$ cat config.mk
export PLATFORM = sky130hd
export DESIGN_NAME = audio_mixer
export DESIGN_NICKNAME = d
export VERILOG_FILES = /design/src/rtl/audio_mixer.sv
export SDC_FILE = /design/constraint.sdc
export NUM_CORES = 2
export LEC_CHECK = 0
export BUFFER_PORTS_ARGS = -buffer_cell sky130_fd_sc_hd__buf_2
export CAP_MARGIN = 20
export CELL_PAD_IN_SITES_DETAIL_PLACEMENT = 0
export CELL_PAD_IN_SITES_GLOBAL_PLACEMENT = 1
export CORE_MARGIN = 5
export CORE_UTILIZATION = 47
export CTS_CLUSTER_SIZE = 28
export DETAILED_ROUTE_END_ITERATION = 16
export GPL_TIMING_DRIVEN = 0
export PLACE_DENSITY = 0.82
export SYNTH_ARGS = -nofsm -noshare
export SYNTH_HDL_FRONTEND = slang
export SYNTH_SLANG_ARGS = --single-unit
$ cat constraint.sdc
create_clock -name clk -period 13.25 [get_ports clk]
set_clock_uncertainty 0.15 [all_clocks]
set_input_delay 1.9875 -clock clk [delete_from_list [all_inputs] [get_ports clk]]
set_output_delay 1.9875 -clock clk [all_outputs]
set_load 0.1 [all_outputs]
$ cat src/rtl/audio_mixer.sv
// audio_mixer: multi-channel stereo mixer with per-channel Q1.7 gain and mute.
// A next_sample strobe snapshots all inputs; one channel is accumulated per
// cycle, then both sums are saturated to OUT_W bits and registered.
// Ports:
//   clk, rst          - clock, async active-high reset
//   next_sample       - strobe starting a mix (ignored while busy -> overrun)
//   in_left/in_right  - packed signed samples, channel n at [n*IN_W +: IN_W]
//   gain              - packed unsigned Q1.7 gains, channel n at [n*8 +: 8]
//   mute              - per-channel mute mask
//   clip_clear        - clears sticky clip/overrun flags
//   out_left/right    - registered saturated mix, held between out_valid
//   out_valid         - one-cycle pulse on output update
//   busy              - mix in progress
//   clip_left/right   - sticky saturation flags
//   overrun           - sticky: strobe arrived while busy
module audio_mixer #(
  parameter int NUM_CH = 4,
  parameter int IN_W   = 23,
  parameter int OUT_W  = 24
) (
  input  logic                   clk,
  input  logic                   rst,
  input  logic                   next_sample,
  input  logic [NUM_CH*IN_W-1:0] in_left,
  input  logic [NUM_CH*IN_W-1:0] in_right,
  input  logic [NUM_CH*8-1:0]    gain,
  input  logic [NUM_CH-1:0]      mute,
  input  logic                   clip_clear,
  output logic [OUT_W-1:0]       out_left,
  output logic [OUT_W-1:0]       out_right,
  output logic                   out_valid,
  output logic                   busy,
  output logic                   clip_left,
  output logic                   clip_right,
  output logic                   overrun
);
  localparam int IDXW = $clog2(NUM_CH);
  localparam int AW   = IN_W + 2 + IDXW;
  // Compare width wide enough to hold both the accumulator and the OUT_W limits.
  localparam int CW   = ((AW > OUT_W) ? AW : OUT_W) + 1;
  localparam logic signed [CW-1:0] MAXV = {{(CW-OUT_W+1){1'b0}}, {(OUT_W-1){1'b1}}};
  localparam logic signed [CW-1:0] MINV = {{(CW-OUT_W+1){1'b1}}, {(OUT_W-1){1'b0}}};

  typedef enum logic [1:0] {S_IDLE, S_ACCUM, S_SAT} state_t;
  state_t r_state, w_next;

  logic [NUM_CH*IN_W-1:0] r_left, r_right;
  logic [NUM_CH*8-1:0]    r_gain;
  logic [NUM_CH-1:0]      r_mute;
  logic [IDXW-1:0]        r_idx;
  logic signed [AW-1:0]   r_acc_l, r_acc_r;

  logic [IN_W-1:0]          w_smp_l, w_smp_r;
  logic [7:0]               w_gain;
  logic                     w_mute;
  logic signed [IN_W+8:0]   w_prod_l, w_prod_r;
  logic signed [AW-1:0]     w_term_l, w_term_r;
  logic signed [CW-1:0]     w_ext_l, w_ext_r;
  logic                     w_hi_l, w_lo_l, w_hi_r, w_lo_r;
  logic [OUT_W-1:0]         w_sat_l, w_sat_r;

  assign busy = (r_state != S_IDLE);

  always_ff @(posedge clk or posedge rst) begin
    if (rst) r_state <= S_IDLE;
    else     r_state <= w_next;
  end

  always_comb begin
    w_next = r_state;
    case (r_state)
      S_IDLE:  if (next_sample) w_next = S_ACCUM;
      S_ACCUM: if (r_idx == IDXW'(NUM_CH-1)) w_next = S_SAT;
      S_SAT:   w_next = S_IDLE;
      default: w_next = S_IDLE;
    endcase
  end

  // Current channel operands from the snapshot.
  assign w_smp_l = r_left[r_idx*IN_W +: IN_W];
  assign w_smp_r = r_right[r_idx*IN_W +: IN_W];
  assign w_gain  = r_gain[r_idx*8 +: 8];
  assign w_mute  = r_mute[r_idx];

  assign w_prod_l = $signed(w_smp_l) * $signed({1'b0, w_gain});
  assign w_prod_r = $signed(w_smp_r) * $signed({1'b0, w_gain});

  // Dropping the low 7 bits of a two's-complement product is floor(x/128).
  assign w_term_l = w_mute ? '0 : {{(AW-IN_W-2){w_prod_l[IN_W+8]}}, w_prod_l[IN_W+8:7]};
  assign w_term_r = w_mute ? '0 : {{(AW-IN_W-2){w_prod_r[IN_W+8]}}, w_prod_r[IN_W+8:7]};

  assign w_ext_l = {{(CW-AW){r_acc_l[AW-1]}}, r_acc_l};
  assign w_ext_r = {{(CW-AW){r_acc_r[AW-1]}}, r_acc_r};
  assign w_hi_l  = (w_ext_l > MAXV);
  assign w_lo_l  = (w_ext_l < MINV);
  assign w_hi_r  = (w_ext_r > MAXV);
  assign w_lo_r  = (w_ext_r < MINV);
  assign w_sat_l = w_hi_l ? MAXV[OUT_W-1:0] : (w_lo_l ? MINV[OUT_W-1:0] : w_ext_l[OUT_W-1:0]);
  assign w_sat_r = w_hi_r ? MAXV[OUT_W-1:0] : (w_lo_r ? MINV[OUT_W-1:0] : w_ext_r[OUT_W-1:0]);

  always_ff @(posedge clk or posedge rst) begin
    if (rst) begin
      r_left     <= '0;
      r_right    <= '0;
      r_gain     <= '0;
      r_mute     <= '0;
      r_idx      <= '0;
      r_acc_l    <= '0;
      r_acc_r    <= '0;
      out_left   <= '0;
      out_right  <= '0;
      out_valid  <= 1'b0;
      clip_left  <= 1'b0;
      clip_right <= 1'b0;
      overrun    <= 1'b0;
    end else begin
      out_valid <= 1'b0;
      case (r_state)
        S_IDLE: if (next_sample) begin
          r_left  <= in_left;
          r_right <= in_right;
          r_gain  <= gain;
          r_mute  <= mute;
          r_idx   <= '0;
          r_acc_l <= '0;
          r_acc_r <= '0;
        end
        S_ACCUM: begin
          r_acc_l <= r_acc_l + w_term_l;
          r_acc_r <= r_acc_r + w_term_r;
          r_idx   <= r_idx + IDXW'(1);
        end
        S_SAT: begin
          out_left  <= w_sat_l;
          out_right <= w_sat_r;
          out_valid <= 1'b1;
        end
        default: ;
      endcase
      // Clear first so a same-cycle set takes priority.
      if (clip_clear) begin
        clip_left  <= 1'b0;
        clip_right <= 1'b0;
        overrun    <= 1'b0;
      end
      if (r_state == S_SAT && (w_hi_l || w_lo_l)) clip_left  <= 1'b1;
      if (r_state == S_SAT && (w_hi_r || w_lo_r)) clip_right <= 1'b1;
      if (next_sample && r_state != S_IDLE)       overrun    <= 1'b1;
    end
  end
endmodule
* After elaboration in Yosys (flattened, before gate mapping) *
Index checks and enable logic that the tools add are counted.

operators by class
  add/subtract/negate cells = 3
  multipliers = 3
  magnitude comparators = 5
  equality and inequality tests = 5
  shift-type cells = 3
  multiplexer cells = 21
  reductions and logical operators = 14

operator list
  cell                                                             number
  variable part select 92 x 8 -> 23 bit                            2
  case mux 27 bit (2 select lines)                                 2
  two-way mux 24 bit                                               4
  two-way mux 27 bit                                               3
  multiplier 23 x 9 -> 32 bit                                      2
  adder 27 bit                                                     2
  greater-than comparator 27 x 24 -> 1 bit, second input constant  2
  < comparator 27 x 24 -> 1 bit, second input constant             2
  variable part select 32 x 6 -> 8 bit                             1
  nonzero test 2 bit                                               5
  case mux 2 bit (2 select lines)                                  2
  multiplier 2 x 5 -> 7 bit, second input constant                 1
  two-way mux 1 bit                                                6
  two-way mux 2 bit                                                3
  AND reduction 2 bit                                              3
  equality test 2 bit, second input constant                       2
  inequality test 2 bit, second input constant                     2
  logical AND 1 bit                                                3
  < comparator 2 x 3 -> 1 bit, second input constant               1
  adder 2 x 1 -> 2 bit, second input constant                      1
  binary-select mux 1 bit (select 2 bit)                           1
  equality test 2 x 1 -> 1 bit, second input constant              1
  logical NOT 2 bit                                                1
  logical OR 1 bit                                                 2

storage, ports and cells
  bits in registers = 330
  input bits = 224
  output and inout port bits = 53

* Depth between registers and ports, before layout *
  depth in word-level cells = 6
  mapped depth = 38
  depth with buffers taken out = 34

* Worst setup path before layout *
No wires, ideal clock.

  kind = register -> register
  start = register r_idx[1]
  end = register r_acc_r[26]
  library setup time = 0.087 ns
  arrival time = 8.397 ns
  data required time = 13.013 ns
  setup slack = 4.616 ns
  stages on the path, launching flop included = 37
  buffers on the path = 5
  clock period less this slack = 8.634 ns
  cells stage by stage = dfrtp_1 buf_2 buf_2 buf_2 buf_1 buf_1 mux2i_1 nand2_1 o21ai_0 nor2_1 fa_1 fa_1 fa_1 inv_1 fa_1 inv_1 ha_1 a21o_1 a221o_1 a21o_1 a41o_1 nand2b_1 or2_2 a21o_1 a21oi_1 xor2_1 nor2_1 ha_1 a21oi_1 o211ai_1 a31o_2 a31oi_1 o2111ai_1 a21oi_1 nor3b_1 a21oi_1 o211ai_1

on the way
  cells in the longest elaborated chain, start to end = 6

ends and longest elaborated chain
  item                                   RTL line  text
  start: declaration                     50        logic [IDXW-1:0] r_idx;
  start signal: assignment               131       r_idx <= r_idx + IDXW'(1);
  multiplier 2 x 5 -> 7 bit              81        assign w_smp_r = r_right[r_idx*IN_W +: IN_W];
  variable part select 92 x 8 -> 23 bit  81
  multiplier 23 x 9 -> 32 bit            86        assign w_prod_r = $signed(w_smp_r) * $signed({1'b0, w_gain});
  two-way mux 27 bit *                   90        assign w_term_r = w_mute ? '0 : {{(AW-IN_W-2){w_prod_r[IN_W+8]}}, w_prod_r[IN_W+8:7]};
  adder 27 bit *                         130       r_acc_r <= r_acc_r + w_term_r;
  case mux 27 bit (2 select lines) *     118       case (r_state)
  end signal: assignment                 130
  end: declaration                       51        logic signed [AW-1:0] r_acc_l, r_acc_r;

Every way passes the cells marked *; elsewhere a longest branch is shown, timed or not. The select of a mux whose other input is x is not followed.
A chain may end at the register's enable or synchronous reset.

* Worst setup path after layout *
Ends and elaborated chain as after synthesis.

==> flow_summary.json <==
{
  "min_path_cells": 2,
  "post_drt_wl_per_cell_um": 18.2,
  "viasPerCell": 5.12,
  "hpwlAfterDp_um": 68100,
  "clkTransAtPathRegs_ns": 0.06,
  "async_flop_share": 1.00,
  "rows": 90,
  "grt.total_usage": 0.247,
  "crit_family": "compound AO/OA/AOI/OAI gates",
  "maxCapViolations": 0,
  "dr_total_vias": 23179,
  "critical_path.startpoint_type": "flip-flop",
  "core-area_um2": 60600,
  "drt_wl_total_um": 82500,
  "r2r_cells": 37,
  "worstMarginPinSlew_ns": 1.11,
  "numPortBuffers": 276,
  "antenna_found_initial": 2,
  "synth-edff-count": 0,
  "synth_area_per_cell_um2": 8.48,
  "drive_gt1_frac": 0.112,
  "multi_input_area_um2": 18500,
  "drc": 0,
  "path_common_cell": "fa_1",
  "slew_headroom": 0.256,
  "yosysTopAreaCell": "dfrtp_1",
  "final-seq-area_um2": 8260,
  "cts_tree": "done",
  "clock-sinks": 330,
  "grt_first_pass_wirelength_um": 131000,
  "critPathKind": "reg -> reg",
  "cts_setup_buffers": 0,
  "ioPinCount": 277,
  "timing.final.crit_share": 0.828,
  "initial_core_util": 0.476,
  "drtPass1Iterations": 5,
  "synth-main-ff-cell": "dfrtp_1",
  "first_global_vias": 23943,
  "area_delta_synth_final_pct": 12.8,
  "path_buf_inv": 7,
  "htreeDepth": 2,
  "synth_top_cells_by_count": "nand2_1 (977), inv_1 (403), dfrtp_1 (330)",
  "hold_violations": 0,
  "synth.most_common_cell": "nand2_1",
  "worstPathRequired_ns": 13.56,
  "synth.distinct_cells": 70,
  "num-fill-cells": 5887,
  "yosys-top-cells-area": "dfrtp_1 (29%), fa_1 (20%), nand2_1 (13%)",
  "crit_path_end_kind": "flip-flop",
  "max_stage_delay_ns": 0.83,
  "path_max_fanout": 10,
  "drtIter0Drc": 1373,
  "globalRouteOverflowTotal": 0,
  "timing.rr.start": "r_idx[1]$_DFFE_PP0P_",
  "ant_nets": 0,
  "rrSetupSlack_ns": 2.28,
  "cts-resized-gates": 0,
  "min_path_type": "reg -> reg",
  "syn_nets": 4085,
  "rsz0062_at_grt": "no",
  "ctsHoldBuffers": 0,
  "cts_root_buf": "clkbuf_16",
  "ys_warn_count": 0,
  "clock_path_buffers": 3,
  "ys_seq_area_frac": 0.286,
  "clk_latency_ns": 0.57,
  "fmax_mhz": 91.2,
  "min_to": "r_right[58]$_DFFE_PP0P_",
  "drv_slew": 0,
  "period_minus_slack_ns": 10.97,
  "die_h_um": 258,
  "synth_area_um2": 28800,
  "r2r-end": "r_acc_r[26]$_DFFE_PP0P_",
  "ys_ff_latch": 330,
  "die_area_um2": 66400,
  "synth_top_area_frac": 0.286,
  "tns_ns": 0,
  "worstHoldStart": "r_right[58]$_DFFE_PP0P_",
  "outcome": "finished, final reports clean",
  "cts_made_buffers": 38,
  "final_nets": 4405,
  "finalSetupViolCount": 0,
  "crit_arrival_ns": 11.28,
  "gp_congestion": 0.901,
  "syn_inst": 3400,
  "slowest_stage": "buf_1",
  "grt_max_degree": 111,
  "die_w_um": 258
}
-- cells by family (layout without fill, tap and decap cells) --
family | count (synthesis) | count (layout) | share of synthesized area
xor+xnor | 92 | 92 | 0.0279
compound gates | 477 | 477 | 0.100
mux | 94 | 94 | 0.0431
other cells | 0 | 3 | 0
flops | 330 | 330 | 0.286
fa+ha+maj | 461 | 461 | 0.275
buf+inv | 550 | 889 | 0.0724
simple gates | 1396 | 1396 | 0.195
-- worst max path at each step --
stage | start | to | slack, ns | cells past startpoint
global route | r_idx[1]$_DFFE_PP0P_ | r_acc_r[26]$_DFFE_PP0P_ | 1.74 | 37
floorplan | rst | clip_left$_DFFE_PP0P_ | 1.97 | 1
CTS | r_idx[1]$_DFFE_PP0P_ | r_acc_r[26]$_DFFE_PP0P_ | 2.38 | 37
global placement | rst | r_right[86]$_DFFE_PP0P_ | -1.96 | 2
finish | r_idx[1]$_DFFE_PP0P_ | r_acc_r[26]$_DFFE_PP0P_ | 2.28 | 37
detailed placement | r_idx[1]$_DFFE_PP0P_ | r_acc_r[26]$_DFFE_PP0P_ | 2.41 | 37
-- worst register-to-register path: cells and delay by family (launching register included) --
kind                     cells  cell delay (ns)
XOR/XNOR                     1             0.15
AND/OR/NAND/NOR              5             0.81
buffers and inverters        7             2.62
flip-flops                   1             0.46
adder cells (fa/ha/maj)      6             2.75
AO/OA/AOI/OAI               17             3.51
multiplexers                 1             0.44
-- metal layers --
layer,up-vias,wire (um),share of wire,global-route usage
li1,11390,-,-,-
met1,11067,38300,0.46,0.356
met2,618,37000,0.45,0.392
met3,104,5030,0.061,0.0434
met4,0,2110,0.026,0.0623
met5,-,0,0,0
-- metrics by stage --
stage | hold WS, ns | area (um^2) | util | setup slack, ns | cells
6_report | 0.316 | 32500 | 0.537 | 2.28 | 4524
5_1_grt | 0.334 | 32500 | 0.537 | 1.74 | 4521
4_1_cts | 0.322 | 32500 | 0.537 | 2.38 | 4521
3_5_place_dp | 0.307 | 31300 | 0.516 | 2.41 | 4462
3_3_place_gp | 0.302 | 31200 | 0.515 | -1.96 | 4458
2_1_floorplan | 0.287 | 28800 | - | 1.97 | 3400
-- layout make-up --
class,instances,share of cell area
multi-input combinational,2520,0.568
sequential,330,0.254
inverter,403,0.0467
timing repair buffer,280,0.0452
clock buffer,46,0.0317
tap,782,0.0301
buffer,147,0.0177
clock inverter,13,0.00608
antenna,3,0.000231
-- cell usage in the layout, fill, tap and decap left out, types with 32 or more instances in the layout --
cell and instances:
a21o_1 45, a21oi_1 79, and2_1 33, buf_2 283
clkbuf_1 129, clkbuf_16 38, dfrtp_1 330, fa_1 288
ha_1 173, inv_1 402, mux2_2 36, mux2i_1 37
nand2_1 977, nand3_1 33, nor2_1 253, nor2b_1 32
o21a_1 46, o21ai_0 218, xnor2_1 45, xor2_1 47
-- state kept, by name, indices dropped and copies added (netlist names) --
| register | flops |
|---|---|
| out_valid | 1 |
| r_left | 92 |
| r_right | 92 |
| overrun | 1 |
| r_acc_r | 27 |
| clip_right | 1 |
| out_right | 24 |
| clip_left | 1 |
| r_gain | 32 |
| r_mute | 4 |
| out_left | 24 |
| r_state | 2 |
| r_acc_l | 27 |
| r_idx | 2 |
Power is left out: the tool's default activity adds up to more than one toggle a clock period on the data nets, which glitch-free logic cannot reach.
